<file path="src/rtl/midi_message_decoder_pkg.sv">
// Shared MIDI constants, event types and the parser state encoding used by
// the decoder and its output register.
package MIDI;

  localparam logic [3:0] STATUS_NOTE_OFF      = 4'h8;
  localparam logic [3:0] STATUS_NOTE_ON       = 4'h9;
  localparam logic [3:0] STATUS_CC            = 4'hB;
  localparam logic [3:0] STATUS_PROGRAM       = 4'hC;
  localparam logic [3:0] STATUS_CHAN_PRESSURE = 4'hD;
  localparam logic [7:0] SYSEX_START          = 8'hF0;
  localparam logic [7:0] REALTIME_MIN         = 8'hF8;

  typedef logic [6:0] note_t;

  typedef enum logic {
    NOTE_OFF = 1'b0,
    NOTE_ON  = 1'b1
  } note_status_t;

  typedef enum logic [6:0] {
    CTRL_21 = 7'd21,
    CTRL_22 = 7'd22,
    CTRL_24 = 7'd24,
    CTRL_25 = 7'd25,
    CTRL_26 = 7'd26,
    CTRL_27 = 7'd27,
    CTRL_28 = 7'd28
  } controller_t;

  typedef struct packed {
    note_status_t status;
    note_t        note_number;
    note_t        velocity;
  } note_change_t;

  typedef struct packed {
    note_t controller_number;
    note_t value;
  } control_change_t;

  typedef struct packed {
    logic            is_cc;
    logic [3:0]      channel;
    note_change_t    note;
    control_change_t cc;
  } midi_event_t;

  typedef enum logic [1:0] {
    IDLE,
    WAIT_D1,
    WAIT_D2,
    SYSEX
  } decoder_state_t;

  function automatic logic is_known_controller(input note_t number);
    return number inside {7'd21, 7'd22, [7'd24:7'd28]};
  endfunction

endpackage

</file>
<file path="src/rtl/midi_message_decoder_event_reg.sv">
// One-entry valid/ready output register; a new event that finds it full and
// not being drained is dropped and flagged in a sticky overflow bit.
module midi_event_reg
  import MIDI::*;
(
  input  logic        clk,
  input  logic        rst_n,
  input  logic        load_valid,
  input  midi_event_t load_event,
  input  logic        out_ready,
  input  logic        clear_overflow,
  output logic        out_valid,
  output midi_event_t out_event,
  output logic        overflow
);

  // A drain and a load on the same edge replace the held event without loss.
  always_ff @(posedge clk) begin
    if (!rst_n) begin
      out_valid <= 1'b0;
      out_event <= '0;
      overflow  <= 1'b0;
    end else begin
      if (load_valid && (!out_valid || out_ready)) begin
        out_valid <= 1'b1;
        out_event <= load_event;
      end else if (out_valid && out_ready) begin
        out_valid <= 1'b0;
      end
      if (clear_overflow) begin
        overflow <= 1'b0;
      end else if (load_valid && out_valid && !out_ready) begin
        overflow <= 1'b1;
      end
    end
  end

endmodule

</file>
<file path="src/rtl/midi_message_decoder.sv">
// MIDI byte-stream parser: tracks running status, skips real-time and SysEx
// traffic, and turns complete note/CC messages into output events.
module midi_message_decoder
  import MIDI::*;
#(
  parameter logic [15:0] CHANNEL_MASK = 16'hFFFF,
  parameter bit          CC_FILTER_EN = 1'b1,
  parameter int          NOTE_OFFSET  = 0
) (
  input  logic            clk,
  input  logic            rst_n,
  input  logic            byte_valid,
  input  logic [7:0]      byte_data,
  output logic            out_valid,
  input  logic            out_ready,
  output logic            out_is_cc,
  output logic [3:0]      out_channel,
  output note_change_t    note_change,
  output control_change_t control_change,
  output logic            overflow,
  input  logic            clear_overflow
);

  localparam note_t OFFSET = note_t'(NOTE_OFFSET);

  decoder_state_t state;
  logic [3:0]     rs_type;
  logic [3:0]     rs_channel;
  note_t          d1;

  logic           complete;
  logic           emit;
  midi_event_t    new_event;
  midi_event_t    held_event;

  // The event is built from the byte being strobed so it lands one edge later.
  always_comb begin
    new_event = '0;
    emit      = 1'b0;
    complete  = byte_valid && !byte_data[7] && (state == WAIT_D2);
    new_event.channel = rs_channel;
    case (rs_type)
      STATUS_NOTE_ON, STATUS_NOTE_OFF: begin
        new_event.note.status      = (rs_type == STATUS_NOTE_ON && byte_data[6:0] != 7'd0)
                                     ? NOTE_ON : NOTE_OFF;
        new_event.note.note_number = d1 + OFFSET;
        new_event.note.velocity    = byte_data[6:0];
        emit = complete && CHANNEL_MASK[rs_channel];
      end
      STATUS_CC: begin
        new_event.is_cc = 1'b1;
        new_event.cc    = '{controller_number: d1, value: byte_data[6:0]};
        emit = complete && CHANNEL_MASK[rs_channel] &&
               (!CC_FILTER_EN || is_known_controller(d1));
      end
      default: ;
    endcase
  end

  always_ff @(posedge clk) begin
    if (!rst_n) begin
      state      <= IDLE;
      rs_type    <= 4'h0;
      rs_channel <= 4'h0;
      d1         <= '0;
    end else if (byte_valid) begin
      if (byte_data >= REALTIME_MIN) begin
        state <= state;
      end else if (byte_data == SYSEX_START) begin
        state <= SYSEX;
      end else if (byte_data[7:4] == 4'hF) begin
        state <= IDLE;
      end else if (byte_data[7]) begin
        rs_type    <= byte_data[7:4];
        rs_channel <= byte_data[3:0];
        state      <= WAIT_D1;
      end else begin
        case (state)
          WAIT_D1: begin
            d1    <= byte_data[6:0];
            state <= (rs_type == STATUS_PROGRAM || rs_type == STATUS_CHAN_PRESSURE)
                     ? WAIT_D1 : WAIT_D2;
          end
          WAIT_D2: state <= WAIT_D1;
          default: state <= state;
        endcase
      end
    end
  end

  midi_event_reg u_event_reg (
    .clk            (clk),
    .rst_n          (rst_n),
    .load_valid     (emit),
    .load_event     (new_event),
    .out_ready      (out_ready),
    .clear_overflow (clear_overflow),
    .out_valid      (out_valid),
    .out_event      (held_event),
    .overflow       (overflow)
  );

  assign out_is_cc      = held_event.is_cc;
  assign out_channel    = held_event.channel;
  assign note_change    = held_event.note;
  assign control_change = held_event.cc;

endmodule

</file>
<file path="config.mk">
export PLATFORM = sky130hd
export DESIGN_NAME = midi_message_decoder
export DESIGN_NICKNAME = d
export VERILOG_FILES = /design/src/rtl/midi_message_decoder_pkg.sv /design/src/rtl/midi_message_decoder_event_reg.sv /design/src/rtl/midi_message_decoder.sv
export SDC_FILE = /design/constraint.sdc
export NUM_CORES = 1
export LEC_CHECK = 0
export CELL_PAD_IN_SITES_DETAIL_PLACEMENT = 0
export CELL_PAD_IN_SITES_GLOBAL_PLACEMENT = 1
export CORE_MARGIN = 5
export CORE_UTILIZATION = 38
export DETAILED_ROUTE_END_ITERATION = 7
export GPL_TIMING_DRIVEN = 0
export PLACE_DENSITY = 0.79
export REMOVE_ABC_BUFFERS = 1
export SETUP_SLACK_MARGIN = 0.3
export SLEW_MARGIN = 40
export SYNTH_ARGS = -nofsm -noshare
export SYNTH_HDL_FRONTEND = slang
export SYNTH_SLANG_ARGS = --single-unit
export TNS_END_PERCENT = 1
</file>
<file path="constraint.sdc">
create_clock -name clk -period 1.91 [get_ports clk]
set_input_delay 0.191 -clock clk [delete_from_list [all_inputs] [get_ports clk]]
set_output_delay 0.191 -clock clk [all_outputs]
set_load 0.02 [all_outputs]
</file>
==> reports/results.ini <==
[route]
post_drt_wl_per_cell_um=14.1
drc=0
drtIter0Drc=103
viasPerCell=5.07
ant_nets=0
num_vias=1850
wirelength_um=5160
firstDrtPassIters=4

[synthesis]
syn_area_mm2=0.00229
postSynthAreaPerCell_um2=9.52
synth_top_cell_area_share_pct=46.4
synth_top_cell_by_area=dfxtp_1
async_flop_share_pct=0
ys_ff_latch=53
synth_seq_area_share_pct=46.4
netlist_top_cells_area=dfxtp_1 (46%), mux2i_1 (18%), nand2_1 (8.2%)
synth.distinct_cells=36
yosysWarnings=0
yosys_most_used_dff=dfxtp_1
synthCells=240
synth_edf_count=0

[floorplan]
die-height_um=87.6
rows=28
fp.dieW_um=87.6
core_mm2=0.00589
ioPinCount=49
die_area_mm2=0.00767
initial_core_util_pct=38.8

[min_path]
hold_depth=3
min_path_type=in -> reg
min_to=u_event_reg.out_event[28]$_SDFFE_PN0P_
min_from=rst_n

[global_routing]
grt_max_degree=36
antenna_found_initial=0
gr-total-overflow=0
grt_pass1_vias=1694
grt_usage_pct=14.0
grt_first_pass_wirelength_um=8520

[pwr]
leakagePower_nw=0.982
ir_drop_v=0.000354
power.density_mw_per_mm2=647
power_mw=1.96

[clocking]
clock_sinks=53
clock_latency_ps=300
htree_levels=2
clkTransAtPathRegs_ps=100
cts_root_buf=clkbuf_8
numCtsBuffers=5
cts_tree=built
cts_buffer_depth=2

[timing]
finalHoldViolations=0
whs_ps=314
finalMaxSlewViolations=0
tightest_slew_ps=553
layout_setup_ws_ps=193
finalCritPeriodShare_pct=89.9
post-route-min-period_ps=1720
rsz0062_at_grt=true
clock_skew_ps=7.10
max_freq_mhz=582
relSlewSlack_pct=63.1
setup_violations=0

[final_layout]
stdcell_area_mm2=0.00304
layout.nets=302
drive_gt1_share_pct=13.1
diodes=0
area_growth_pct=32.9
stdcell_count=365
fillers=577

[setup_path]
crit_buf_inv=2
crit_required_ps=2140
r2r_end=u_event_reg.out_event[16]$_SDFFE_PN0P_
worstPathMaxFanout=15
arrival_ps=1940
cpPeakStageDelay_ps=360
cp_slowest_cell=dfxtp_2
path_cells=maj3_2 -> a211oi_4 -> o2bb2ai_4 -> buf_16 -> buf_16 -> mux2i_1
r2r_cells=6
crit_type=reg -> reg
rrSetupSlack_ps=190
r2r_start=d1[0]$_SDFFE_PN0P_
end_kind=flop
crit_cells=6
critPathTopFamily=compound AO/OA/AOI/OAI gates
cp-start-kind=flop
cpMostUsedCell=buf_16

[placement]
routabilityCongestion=0.742
dpl_worst_slack_ps=-416
place_area_mm2=0.00285
dp_cells=350
io_buffer_count=48
dp.final_hpwl_um=3500

[status]
status=finished, final reports clean

[job]
cap_violations=0

## worst min-delay path, cell delays in order
cell and delay, ps:
buf_4 220, nand2_1 100, mux2i_1 50
## report_power, final
group,switching (mW),internal [mW]
Combinational,0.0833,0.0640
Sequential,0.0168,1.12
Clock,0.353,0.328
## state kept, by name (all words and copies together), names as in the netlist
name and count:
u_event_reg.out_event 34, d1 7, rs_channel 4, rs_type 4, state 2, u_event_reg.out_valid 1
u_event_reg.overflow 1
## worst max path at each step
stage	start	to	slack, ps
3_3_place_gp	rst_n	u_event_reg.out_valid$_SDFFE_PN0P_	-2110
4_1_cts	d1[0]$_SDFFE_PN0P_	u_event_reg.out_event[16]$_SDFFE_PN0P_	210
2_1_floorplan	rs_type[1]$_SDFFE_PN0P_	u_event_reg.out_event[0]$_SDFFE_PN0P_	-180
3_5_place_dp	rs_type[3]$_SDFFE_PN0P_	u_event_reg.out_event[16]$_SDFFE_PN0P_	-420
6_report	d1[0]$_SDFFE_PN0P_	u_event_reg.out_event[16]$_SDFFE_PN0P_	190
5_1_grt	d1[0]$_SDFFE_PN0P_	u_event_reg.out_event[8]$_SDFFE_PN0P_	100
## cells by family (layout without fill, tap and decap cells)
kind of cell	count (synthesis)	count (layout)	share of synthesized area [%]
fa+ha+maj	1	1	0.493
compound gates	20	20	7.77
buf+inv	21	71	5.69
flops	53	53	46.4
simple gates	104	104	21.7
xor+xnor	1	1	0.383
mux	40	40	17.5
## timing repair
item,CTS,global route
buffers inserted,7,0
gates cloned,0,0
endpoints found under the hold margin,0,0
hold buffers,0,0
resized for setup,13,2
setup endpoints to repair,40,43
pin swaps,3,0
## cell usage after synthesis (2+ instances only)
library cell  number
dfxtp_1           53
nand2_1           50
mux2i_1           40
nand3_1           26
nor2_1            12
clkbuf_1          10
a21oi_1            6
buf_12             3
inv_1              3
nand4_1            3
nor2b_1            3
o221a_2            3
buf_1              2
buf_2              2
nor3_1             2
or4_1              2
## per-layer routing
metal  vias up  wire length, um  GRT usage, %
li1        933                -             -
met1       870             2580          20.8
met2        41             2230          19.8
met3         6              292          3.67
met4         0               55          4.04
met5         -                0             0
## cell type report
cell class                      instances  area (um2)  area share, %
Timing Repair Buffer                   59         628           20.7
Tap cell                               75        93.8           3.09
Clock inverter                          1        5.00          0.165
Sequential cell                        53        1070           35.1
Clock buffer                            7        96.3           3.17
Multi-Input combinational cell        166        1130           37.3
Inverter                                4        15.0          0.494
## stage by stage
stage          utilization [%]  setup TNS (ps)
6_report                  51.6               0
5_1_grt                   51.6               0
4_1_cts                   51.5               0
3_5_place_dp              48.4           -9760
3_3_place_gp              46.6          -62030
2_1_floorplan                -           -6040
## layout by cell type (no fill, tap or decap), types with 2 or more instances in the layout
| cell type | count |
|---|---|
| dlygate4sd2_1 | 4 |
| dfxtp_2 | 4 |
| o221a_2 | 3 |
| buf_16 | 3 |
| inv_1 | 3 |
| dfxtp_1 | 49 |
| a21oi_1 | 6 |
| buf_4 | 8 |
| nand3_1 | 26 |
| nor2b_1 | 2 |
| clkbuf_8 | 7 |
| nand2_1 | 50 |
| clkdlybuf4s50_1 | 43 |
| mux2i_1 | 40 |
| nor3_1 | 2 |
| nand4_1 | 3 |
| nor2_1 | 12 |
(Power assumes the default switching activity.)
==> RTL edit 1 (config.mk and constraints unchanged) <==
The parameter `CC_FILTER_EN` goes from 1'b1 to 1'b0.
--- a/src/rtl/midi_message_decoder.sv
+++ b/src/rtl/midi_message_decoder.sv
@@ -4,7 +4,7 @@
   import MIDI::*;
 #(
   parameter logic [15:0] CHANNEL_MASK = 16'hFFFF,
-  parameter bit          CC_FILTER_EN = 1'b1,
+  parameter bit          CC_FILTER_EN = 1'b0,
   parameter int          NOTE_OFFSET  = 0
 ) (
   input  logic            clk,
Formal check against the unedited RTL: not equivalent (a bounded check fails within 4 cycles, from zero or initial values and one cycle with rst_n low).
==> RTL edit 1 against the original RTL <==
Power up 2.2%; sequential cell count unchanged; worst setup slack worse by 0.047 ns; clock skew down 0.0044 ns; die area down 7.6%; critical path depth down 2; area after synthesis down 8.6%; worst hold slack better by 0.014 ns; first-iteration DRC count up 16%; critical endpoint is now u_event_reg.out_event[28]; final cell count down 4.9%; wire length up 5.6%; global-route usage up 1.5 points; design area down 3.9%; sequential share of layout area up 1.6 points.
==> RTL edit 1: results (changes against the original RTL) <==
[route]
wl_met1_mm=2.585  ; +0.15%
top_signal_layer_used=met4
wl_met2_mm=2.497  ; +12%
drt-initial-drc-count=119  ; +16%
ratio_of_routed_vias_to_standard_cells=5.066  ; about the same
route.final.wire_length_mm=5.449  ; +5.6%
met3_length_um=321  ; +9.9%

[worst_setup_path]
worst_ep_arrival_time_ns=2.01  ; +0.07 ns
cpLargestDelayFamily=simple AND/OR/NAND/NOR gates
criticalPathCategory=reg -> reg
worst_reg2reg_setup_slack_ns=0.15  ; -0.05 ns
crit_path_max_fanout=4  ; -11
worstReg2RegEnd=u_event_reg.out_event[28]
crit_path_top_delay_cell=or4_4
worst_path_max_stage_delay_ns=0.51  ; +0.15 ns
reg2reg_depth=4  ; -2
crit_path_start=state[0]

[final_layout]
fillCellCount=508  ; -12%
num-nets-final=287  ; -5.0%
post_route_cells_drive_above_1_share_pct=15.64  ; +2.5 points
layout_top_registers=u_event_reg.out_event: 34 flops, d1: 7 flops
antenna_cells_inserted=0  ; unchanged
final-instance-count-excl-fill=347  ; -4.9%

[synthesis]
post_synthesis_share_of_cell_area_spent_on_full_adders_half_adders_and_majority_gates_pct=0  ; -0.49 points
synth.cells.most_frequent=dfxtp_1, nand2_1, nor2b_1, a21boi_0, nand3_1
number_of_distinct_library_cell_variants_in_the_gate_level_netlist_after_synthesis=30  ; -17%
ys_seq_area_share_pct=50.78  ; +4.4 points
synth_area_per_cell_um2=9.629  ; +1.1%
synth_compound_area_share_pct=17.90  ; +10 points
yosys.area_share.xor_xnor_pct=0.4192  ; +0.036 points
ys_top_cells_by_area=dfxtp_1, a21boi_0, nor2b_1
muxShareOfSynthArea_pct=3.353  ; -14 points

[cts]
numCtsBuffers=5  ; unchanged
cts-root-to-sink-buffers=2  ; unchanged
cts_setup_buffers=5  ; -2
cts.clk_slew.worst_paths_ns=0.09
cts_resized=7  ; -6
clock_tree.htree_level_count=2  ; unchanged

[placement]
numPlacedInstances=327  ; -6.6%
pre_cts_ws_ns=-1.059  ; -0.6428 ns
placement.cell_area_um2=2690  ; -5.5%
gp_congestion=0.8146  ; +9.8%
place_hpwl_mm=3.274  ; -6.5%

[status]
run_status=completed

[global_route]
groute.layer.met3.usage_pct=5.594  ; +1.9 points
grtUsageTotal_pct=15.47  ; +1.5 points
grt_first_pass_wirelength_mm=8.866  ; +4.0%
globalRouteMet2Util_pct=24.10  ; +4.3 points
vias_in_the_first_global_route=1738  ; +2.6%
pin_count_of_the_biggest_net_entering_global_routing=30  ; -17%
gr-usage-met1_pct=20.56  ; -0.27 points

[timing]
final.setup_skew_ns=0.002715  ; -0.004382 ns
max_slew.worst_pin.slew_ns=0.6691  ; +0.1162 ns
finalHoldWorstSlack_ns=0.3279  ; +0.01409 ns
share_of_the_cycle_needed_by_the_critical_path_after_routing_pct=92.37  ; +2.5 points

[min_path]
holdPathEnd=state[1]
depth_of_the_worst_hold_timing_path=2  ; -1

[power_and_ir_drop]
leakagePower_nw=0.9522  ; -3.1%
peakVddDrop_mv=0.5547  ; +56%

## RTL edit 1: layout make-up
type / count / area (µm²) / share of cell area (%)
Sequential cell: 53 / 1071 / 36.68
Multi-Input combinational cell: 150 / 1045 / 35.78
Timing Repair Buffer: 63 / 609.3 / 20.87
Clock buffer: 7 / 96.34 / 3.299
Tap cell: 72 / 90.09 / 3.085
Clock inverter: 1 / 5.005 / 0.1714
Inverter: 1 / 3.754 / 0.1285
## RTL edit 1: power by group
| part | switching [mW] | internal (mW) | total (mW) |
|---|---|---|---|
| sequential | 0.0180 | 1.12 | 1.14 |
| clock | 0.360 | 0.328 | 0.688 |
| combinational | 0.0872 | 0.0906 | 0.178 |
## RTL edit 1: worst reg2reg max path: stages, from the launching register on
cell and delay, ns:
dfxtp_4 0.35, nand4bb_4 0.21, or4_4 0.51, or4_4 0.50, a21boi_2 0.14
==> RTL edit 2 (config.mk and constraints unchanged) <==
Made on the original files. Reset style: asynchronous (`rst_n`), changed in 2 clocked blocks.
--- a/src/rtl/midi_message_decoder_event_reg.sv
+++ b/src/rtl/midi_message_decoder_event_reg.sv
@@ -15,7 +15,7 @@
 );
 
   // A drain and a load on the same edge replace the held event without loss.
-  always_ff @(posedge clk) begin
+  always_ff @(posedge clk or negedge rst_n) begin
     if (!rst_n) begin
       out_valid <= 1'b0;
       out_event <= '0;
--- a/src/rtl/midi_message_decoder.sv
+++ b/src/rtl/midi_message_decoder.sv
@@ -57,7 +57,7 @@
     endcase
   end
 
-  always_ff @(posedge clk) begin
+  always_ff @(posedge clk or negedge rst_n) begin
     if (!rst_n) begin
       state      <= IDLE;
       rs_type    <= 4'h0;
Function: differs if rst_n is asserted again (counterexample within 4 cycles, from zero or initial values and one cycle with rst_n low); with rst_n held inactive, the same outputs for 4 cycles.
==> RTL edit 2 against the original RTL <==
Sequential share of layout area is 7.0 points higher; maximum frequency is 4.8% lower; wire length is 7.5% higher; area after synthesis is 0.38% higher; sequential cell count stayed put; count of clock-buffer cells in the layout is 1 higher; clock skew hardly changed; non-clock buffer count is 5 higher; worst setup slack worse by 0.087 ns; via count is 9.1% lower; design area is 4.0% higher; global-route usage is 1.3 points higher; utilization is 2.1 points higher.
Power is not compared: it rests on default switching activity, and its combinational part moved more than twofold at a synthesized area within 25%.
==> RTL edit 2: results (changes against the original RTL) <==
[status]
run_status=completed

[synthesis]
muxShareOfSynthArea_pct=13.96  ; -3.6 points
synth.cells.most_frequent=dfrtp_1, inv_1, o21ai_0, mux2_2
ys_top_cells_by_area=dfrtp_1, mux2_2, mux2i_1
yosys.area_share.xor_xnor_pct=0.3817  ; -0.0015 points
asyncSetResetFlopFracSynth_pct=100.0  ; +100 points
synth_ff_type=dfrtp_1
post_synthesis_share_of_cell_area_spent_on_full_adders_half_adders_and_majority_gates_pct=0.4907  ; -0.0019 points
ys_seq_area_share_pct=57.80  ; +11 points

[final_layout]
num-nets-final=278  ; -7.9%
post_route_cells_drive_above_1_share_pct=21.05  ; +7.9 points
fillCellCount=547  ; -5.2%

[global_route]
groute.layer.met3.usage_pct=2.916  ; -0.75 points
pin_count_of_the_biggest_net_entering_global_routing=31  ; -14%
grtUsageTotal_pct=15.34  ; +1.3 points
vias_in_the_first_global_route=1780  ; +5.1%
grt_first_pass_wirelength_mm=9.121  ; +7.0%
globalRouteMet2Util_pct=23.70  ; +3.9 points

[route]
wl_met1_mm=2.715  ; +5.2%
met3_length_um=254  ; -13%

[min_path]
timing.hold.worst.class=in -> async

[worst_setup_path]
crit_path_top_delay_cell=dfrtp_2
crit_path_max_fanout=6  ; -9

[placement]
place_hpwl_mm=3.250  ; -7.1%
pre_cts_ws_ns=-0.7325  ; -0.3165 ns

[timing]
relSlewSlack_pct=65.44  ; +2.4 points
final.setup_skew_ns=0.007011  ; -0.00008551 ns

[RTL edit 2: changes by cell type in the layout (fill, tap and decap cells not counted), sizes merged, moves of 17 or more]
cell   change
nand2     -36
mux2i     -29
dfxtp     -53
mux2      +18
inv       +24
o21ai     +17
dfrtp     +53
[RTL edit 2: metrics by stage]
stage               util [%]  area [µm²]  setup TNS (ns)  total power [mW]  cells
floorplan                  -        2241          -12.94             2.637    192
global placement       47.83        2815          -92.12             3.401    315
detailed placement     48.41        2849          -20.84             3.438    316
CTS                    52.21        3073               0             4.157    336
global route           53.70        3161               0             4.492    341
finish                 53.70        3161               0             4.248    341
[RTL edit 2: path summary, 6_finish.rpt]
path                                           start                         to  slack [ns]  depth (start not counted)
setup / recovery                               d1[1]  u_event_reg.out_event[29]        0.11                          4
setup reg to reg                               d1[1]  u_event_reg.out_event[29]        0.11                          4
max in group asynchronous                      rst_n                      d1[1]        1.11                          3
hold / removal                                 rst_n  u_event_reg.out_event[33]        0.32                          2
min in group clk                      clear_overflow       u_event_reg.overflow        0.41                          2
hold reg to reg            u_event_reg.out_event[12]  u_event_reg.out_event[12]        0.51                          1
[RTL edit 2: timing repair]
| item | 4_1_cts | 5_1_grt |
|---|---|---|
| pin swaps | 4 | 4 |
| endpoints found under the hold margin | 23 | 0 |
| setup buffers | 9 | 5 |
| hold buffers | 1 | 0 |
| gates cloned | 2 | 0 |
| endpoints found under the setup margin | 48 | 49 |
| resized for setup | 9 | 13 |
[RTL edit 2: cell type report]
cell class,count,area share (%)
inverters,27,3.207
multi-input cells,114,29.73
clock buffers,8,2.534
flip-flops and latches,53,42.08
well taps,75,2.969
repair buffers,64,19.48
